`src/rtl/load_store_unit.sv`:
```
// Memory-access stage: accepts one load/store at a time, checks alignment, drives the
// request/grant/valid data bus and returns right-aligned load data with extender controls.
module load_store_unit #(
    parameter int unsigned ADDR_W = 32
) (
    input  logic              clk_i,
    input  logic              rst_i,
    input  logic              req_valid_i,
    output logic              req_ready_o,
    input  logic              is_store_i,
    input  logic [2:0]        funct3_i,
    input  logic [ADDR_W-1:0] addr_i,
    input  logic [31:0]       store_data_i,
    output logic              mem_req_o,
    output logic              mem_we_o,
    output logic [ADDR_W-1:0] mem_addr_o,
    output logic [3:0]        mem_be_o,
    output logic [31:0]       mem_wdata_o,
    input  logic              mem_gnt_i,
    input  logic              mem_rvalid_i,
    input  logic [31:0]       mem_rdata_i,
    output logic              rsp_valid_o,
    output logic              rsp_err_o,
    output logic [31:0]       data_out_o,
    output logic [2:0]        read_enable_o,
    output logic              mode_o
);

    typedef enum logic [1:0] {StIdle, StReq, StWait, StDone} state_e;

    state_e            state_q;
    logic              req_ready_q;
    logic              mem_req_q;
    logic              mem_we_q;
    logic [ADDR_W-1:0] mem_addr_q;
    logic [3:0]        mem_be_q;
    logic [31:0]       mem_wdata_q;
    logic [1:0]        off_q;
    logic              rsp_valid_q;
    logic              rsp_err_q;
    logic [31:0]       data_out_q;
    logic [2:0]        read_enable_q;
    logic              mode_q;

    // Bus fields for the incoming request, captured only on acceptance
    logic        acc_err_d;
    logic [3:0]  acc_be_d;
    logic [31:0] acc_wdata_d;
    logic [2:0]  acc_re_d;
    logic [1:0]  off_d;

    assign off_d = addr_i[1:0];

    // Decode width, alignment, lane enables and replicated store data from the request
    always_comb begin
        acc_err_d   = 1'b0;
        acc_be_d    = 4'b0000;
        acc_wdata_d = store_data_i;
        acc_re_d    = 3'b000;
        case (funct3_i)
            3'b000, 3'b100: begin
                acc_be_d    = 4'b0001 << off_d;
                acc_wdata_d = {4{store_data_i[7:0]}};
                acc_re_d    = 3'b001;
            end
            3'b001, 3'b101: begin
                acc_err_d   = off_d[0];
                acc_be_d    = 4'b0011 << off_d;
                acc_wdata_d = {2{store_data_i[15:0]}};
                acc_re_d    = 3'b011;
            end
            3'b010: begin
                acc_err_d = (off_d != 2'b00);
                acc_be_d  = 4'b1111;
                acc_re_d  = 3'b111;
            end
            default: acc_err_d = 1'b1;
        endcase
        // A rejected access never reaches the bus, so it enables no lanes
        if (acc_err_d) begin
            acc_be_d = 4'b0000;
        end
    end

    // Access FSM with all outputs registered; rsp_valid is high only in the DONE cycle
    always_ff @(posedge clk_i) begin
        if (rst_i) begin
            state_q       <= StIdle;
            req_ready_q   <= 1'b1;
            mem_req_q     <= 1'b0;
            mem_we_q      <= 1'b0;
            mem_addr_q    <= '0;
            mem_be_q      <= 4'b0000;
            mem_wdata_q   <= 32'h0;
            off_q         <= 2'b00;
            rsp_valid_q   <= 1'b0;
            rsp_err_q     <= 1'b0;
            data_out_q    <= 32'h0;
            read_enable_q <= 3'b000;
            mode_q        <= 1'b0;
        end else begin
            rsp_valid_q <= 1'b0;
            rsp_err_q   <= 1'b0;
            case (state_q)
                StIdle: begin
                    if (req_valid_i) begin
                        req_ready_q   <= 1'b0;
                        mem_we_q      <= is_store_i & ~acc_err_d;
                        mem_addr_q    <= {addr_i[ADDR_W-1:2], 2'b00};
                        mem_be_q      <= acc_be_d;
                        mem_wdata_q   <= acc_wdata_d;
                        off_q         <= off_d;
                        read_enable_q <= acc_re_d;
                        mode_q        <= ~funct3_i[2];
                        if (acc_err_d) begin
                            state_q     <= StDone;
                            rsp_valid_q <= 1'b1;
                            rsp_err_q   <= 1'b1;
                        end else begin
                            state_q   <= StReq;
                            mem_req_q <= 1'b1;
                        end
                    end
                end
                StReq: begin
                    if (mem_gnt_i) begin
                        mem_req_q <= 1'b0;
                        if (mem_we_q) begin
                            state_q     <= StDone;
                            rsp_valid_q <= 1'b1;
                        end else begin
                            state_q <= StWait;
                        end
                    end
                end
                StWait: begin
                    if (mem_rvalid_i) begin
                        data_out_q  <= mem_rdata_i >> {off_q, 3'b000};
                        state_q     <= StDone;
                        rsp_valid_q <= 1'b1;
                    end
                end
                StDone: begin
                    state_q     <= StIdle;
                    req_ready_q <= 1'b1;
                end
                default: state_q <= StIdle;
            endcase
        end
    end

    assign req_ready_o   = req_ready_q;
    assign mem_req_o     = mem_req_q;
    assign mem_we_o      = mem_we_q;
    assign mem_addr_o    = mem_addr_q;
    assign mem_be_o      = mem_be_q;
    assign mem_wdata_o   = mem_wdata_q;
    assign rsp_valid_o   = rsp_valid_q;
    assign rsp_err_o     = rsp_err_q;
    assign data_out_o    = data_out_q;
    assign read_enable_o = read_enable_q;
    assign mode_o        = mode_q;

endmodule

```
`config.mk`:
```
export PLATFORM = sky130hd
export DESIGN_NAME = load_store_unit
export DESIGN_NICKNAME = d
export VERILOG_FILES = /design/src/rtl/load_store_unit.sv
export SDC_FILE = /design/constraint.sdc
export NUM_CORES = 1
export LEC_CHECK = 0
export ABC_AREA = 1
export CAP_MARGIN = 20
export CORE_ASPECT_RATIO = 0.6
export CORE_UTILIZATION = 42
export DETAILED_ROUTE_END_ITERATION = 7
export GPL_TIMING_DRIVEN = 0
export PLACE_DENSITY_LB_ADDON = 0.08
export SETUP_SLACK_MARGIN = 0.4
export SLEW_MARGIN = 40
export SYNTH_ARGS = -nofsm -noshare
export SYNTH_HDL_FRONTEND = slang
export SYNTH_SLANG_ARGS = --single-unit
```
`constraint.sdc`:
```
create_clock -name clk_i -period 1.8 [get_ports clk_i]
set_input_delay 0.36 -clock clk_i [delete_from_list [all_inputs] [get_ports clk_i]]
set_output_delay 0.36 -clock clk_i [all_outputs]
set_load 0.02 [all_outputs]
```
==> metrics.md <==
| Metric | Value |
|---|---|
| Most used routing layer | met2 |
| Static leakage | 0.003656 uW |
| Worst-path clk slew | roughly 0.070 ns |
| CP endpoint kind | flip-flop |
| Global-route usage over all layers | 0.2830 |
| Cell Chain, Critical Path | inv_4 -> ha_4 -> nand2_4 -> inv_6 -> nand2_4 -> inv_6 -> buf_6 -> nand3_2 -> o211ai_1 -> nand2_1 -> inv_1 |
| # DRC | 0 |
| Commonest cells in the netlist | 119 x nand2_1, 111 x dfxtp_1, 84 x nor2_1 |
| Gp weighted congestion | 0.9638 |
| Tot Pwr | 10700 uW |
| Synth Instances | 660 |
| Synth area leader | dfxtp_1 |
| Vert. Die Dim | 85.37 um |
| Post-CTS Hold Buffers | 0 |
| Cts bufs inserted | 9 |
| Post-synth EDFFs | 0 |
| M2 GR Usage | 0.4355 |
| Layout cells sized above 1 | 0.2505 |
| Outcome | completed |
| Clock latency on the worst-skew pair | approximately 0.35 ns |
| Total of max-cap violations | 0 |
| Top FF cell, synth | dfxtp_1 |
| Synth top area share | 0.4568 |
| Yosys reg bits | between 100 and 150 |
| Syn Area/Cell | around 7.4 sq um |
| Routing usage on met1 | 0.3937 |
| Site row count | 30 |
| # placed instances | slightly above 1000 |
| NumNets Final | between 1000 and 1500 |
| I/O Buffers | 210 |
| Max Slew Vio Count | 0 |
| Cell variety after synth | 30 |
| Final min period | between 1 and 1.5 ns |
| Number of global-route vias before repair | between 5000 and 6000 |
| Antenna Violating Nets Remaining | 0 |
| Critical Path RT | about 2.1 ns |
| Largest net degree at the start of global routing | 19 |
| Max_slew headroom | 0.5321 |
| Clock skew | 0.004550 ns |
| RSZ-0062 raised after global routing | true |
| Overall routed net length | ~19 mm |
| Fin cells | ~1100 |
| Fin Hold WS | 0.3214 ns |
| Clock root buffer | clkbuf_16 |
| WL per Instance | approximately 17 um |
| Sequential share of the synthesized area | 0.4568 |
| First-pass GRT wire length | roughly 26 mm |
| Cell area after layout | a little over 0.008 sq mm |
| Clock sinks | 111 |
| Post-synthesis cell area | 0.004865 sq mm |
| Crit path max fanout | 5 |
| Reg2Reg Setup Slack | roughly 0.33 ns |
| Final Hold Viols | 0 |
| Syn-to-layout area delta | 68.96% |
| Crit share post-route | 0.8149 |
| Initial Utilization | 0.4306 |
| Overflow after GRT | 0 |
| DR iter-0 viols | around 460 |
| PwrDens | 1302 mW/mm^2 |
| DRT Pass-1 Iters | 5 |
| Area of the die | ~0.012 sq mm |
| Tightest Pin Transition | roughly 0.7 ns |
| Die W | between 100 and 150 um |
| Post-DP HPWL | 12.93 mm |
| Synth Warn # | 0 |
| Largest stage delay on the critical path | ~0.37 ns |
| Cell family with most CP delay | buffers and inverters |
| Crit-path slowest cell | dfxtp_4 |
| Max clock buf depth | 2 |
| DP Area | 0.007177 sq mm |
| CTS tree | built |
| Maximum vdd drop | approximately 0.00063 V |
| Met3 GRT Util | 0.07675 |
| Worst Path Arrival | around 1.8 ns |
| CORE AREA | 0.01130 sq mm |
| Initial antenna violation count | 0 |
| Ys async rst share | 0 |
| Critical Path Source Type | flip-flop |
| Max frequency | about 680 MHz |
| H-tree depth | 3 |
| Worst Hold Class | in2reg |
| WP buf/inv | 5 |
| Vias | 5726 |
| Vias per inst | approximately 5.3 |
| CP Class | reg2reg |
| Synth area leaders | dfxtp_1 46%, nand2_1 9.2%, o21ai_0 8.1% |
| Count leader, synth | nand2_1 |
| IO Count | between 200 and 250 |
| Inserted Diodes | 0 |
| # setup viols final | 0 |
[where the power goes]
| group | switching (uW) | leakage (uW) | internal [uW] | total, uW |
|---|---|---|---|---|
| clock network | 923 | 0.000145 | 1120 | 2050 |
| logic | 2840 | 0.00260 | 2270 | 5110 |
| registers | 446 | 0.000914 | 3090 | 3540 |
[what timing repair did]
action	in CTS	in global routing
gates resized for setup	197	239
cloned	2	10
setup buffers	5	10
setup endpoints to repair	217	182
pin swaps	4	27
[cells in the final DEF, fill, tap and decap left out, drive strengths merged]
master         Yosys  layout
a21oi             36      36
a221o              1       1
a2bb2oi            4       4
a31oi              9       9
buf               28      49
bufinv             0       1
clkbuf            18      71
clkdlybuf4s15      0      52
clkdlybuf4s50      0      98
clkinv             0       4
clkinvlp           0       2
conb               1       2
dfxtp            111     111
dlygate4sd2        0      20
dlymetal6s2s       0       2
ha                 4       4
inv               55      55
nand2            125     125
nand3             42      42
nand4              2       2
nor2              88      88
nor3               2       2
o211ai            28      28
o21ai             81      81
o221ai             4       4
or2               21      21
[flip-flops by register name, summed over array words and instances (netlist names)]
signal and count:
mode_o 1, read_enable_o 3, mem_wdata_o 32, mem_req_o 1, mem_addr_o 30, state_q 2, mem_we_o 1, rsp_err_o 1
mem_be_o 4, off_q 2, data_out_o 32, rsp_valid_o 1, req_ready_o 1
[cell type report]
class / instances / area [sq um]
tap: 160 / 200.2
clock inverter: 6 / 67.56
clock buffer: 10 / 239.0
timing repair inverter: 1 / 11.26
timing repair buffer: 236 / 2258
sequential: 111 / 2233
inverter: 55 / 246.5
multi-input combinational: 449 / 2536
fill: 887 / 3079
buffer: 46 / 426.7
[worst register-to-register path: stages (launching register included)]
cell,delay (ns)
dfxtp_4,0.37
inv_4,0.08
ha_4,0.14
nand2_4,0.08
inv_6,0.10
nand2_4,0.07
inv_6,0.08
buf_6,0.14
nand3_2,0.06
o211ai_1,0.12
nand2_1,0.08
inv_1,0.09
[per-layer routing]
metal,vias to the layer above,share of wire
met2,333,0.43
li1,2676,-
met5,-,0
met3,35,0.11
met4,0,0.016
met1,2682,0.45
[through the flow]
step	utilization	setup TNS [ns]	setup WS, ns
2_1_floorplan	-	0	0.4214
3_3_place_gp	0.6352	-1.795	-0.1041
3_5_place_dp	0.6352	-4.662	-0.1531
4_1_cts	0.6722	0	0.3700
5_1_grt	0.7275	0	0.2762
6_report	0.7275	0	0.3332
[logic make-up (layout without fill, tap and decap cells)]
kind of cell               after synthesis  after routing  synth area share
DFF                                    111            111            0.4568
buffers and inverters                  101            354           0.09002
AOI/OAI and AO/OA                      163            163            0.1916
adders and majority gates                4              4           0.01029
and+or+nand+nor                        280            280            0.2505
other                                    1              2         0.0007709
[path summary, 6_finish.rpt]
path	endpoint	cells past startpoint	from
worst max register to register	data_out_o[12]	11	state_q[0]
worst min-delay path	data_out_o[27]	2	rst_i
worst min register to register	data_out_o[28]	2	data_out_o[28]
worst max-delay path	data_out_o[12]	11	state_q[0]
Power figures use the tool's default switching activity.
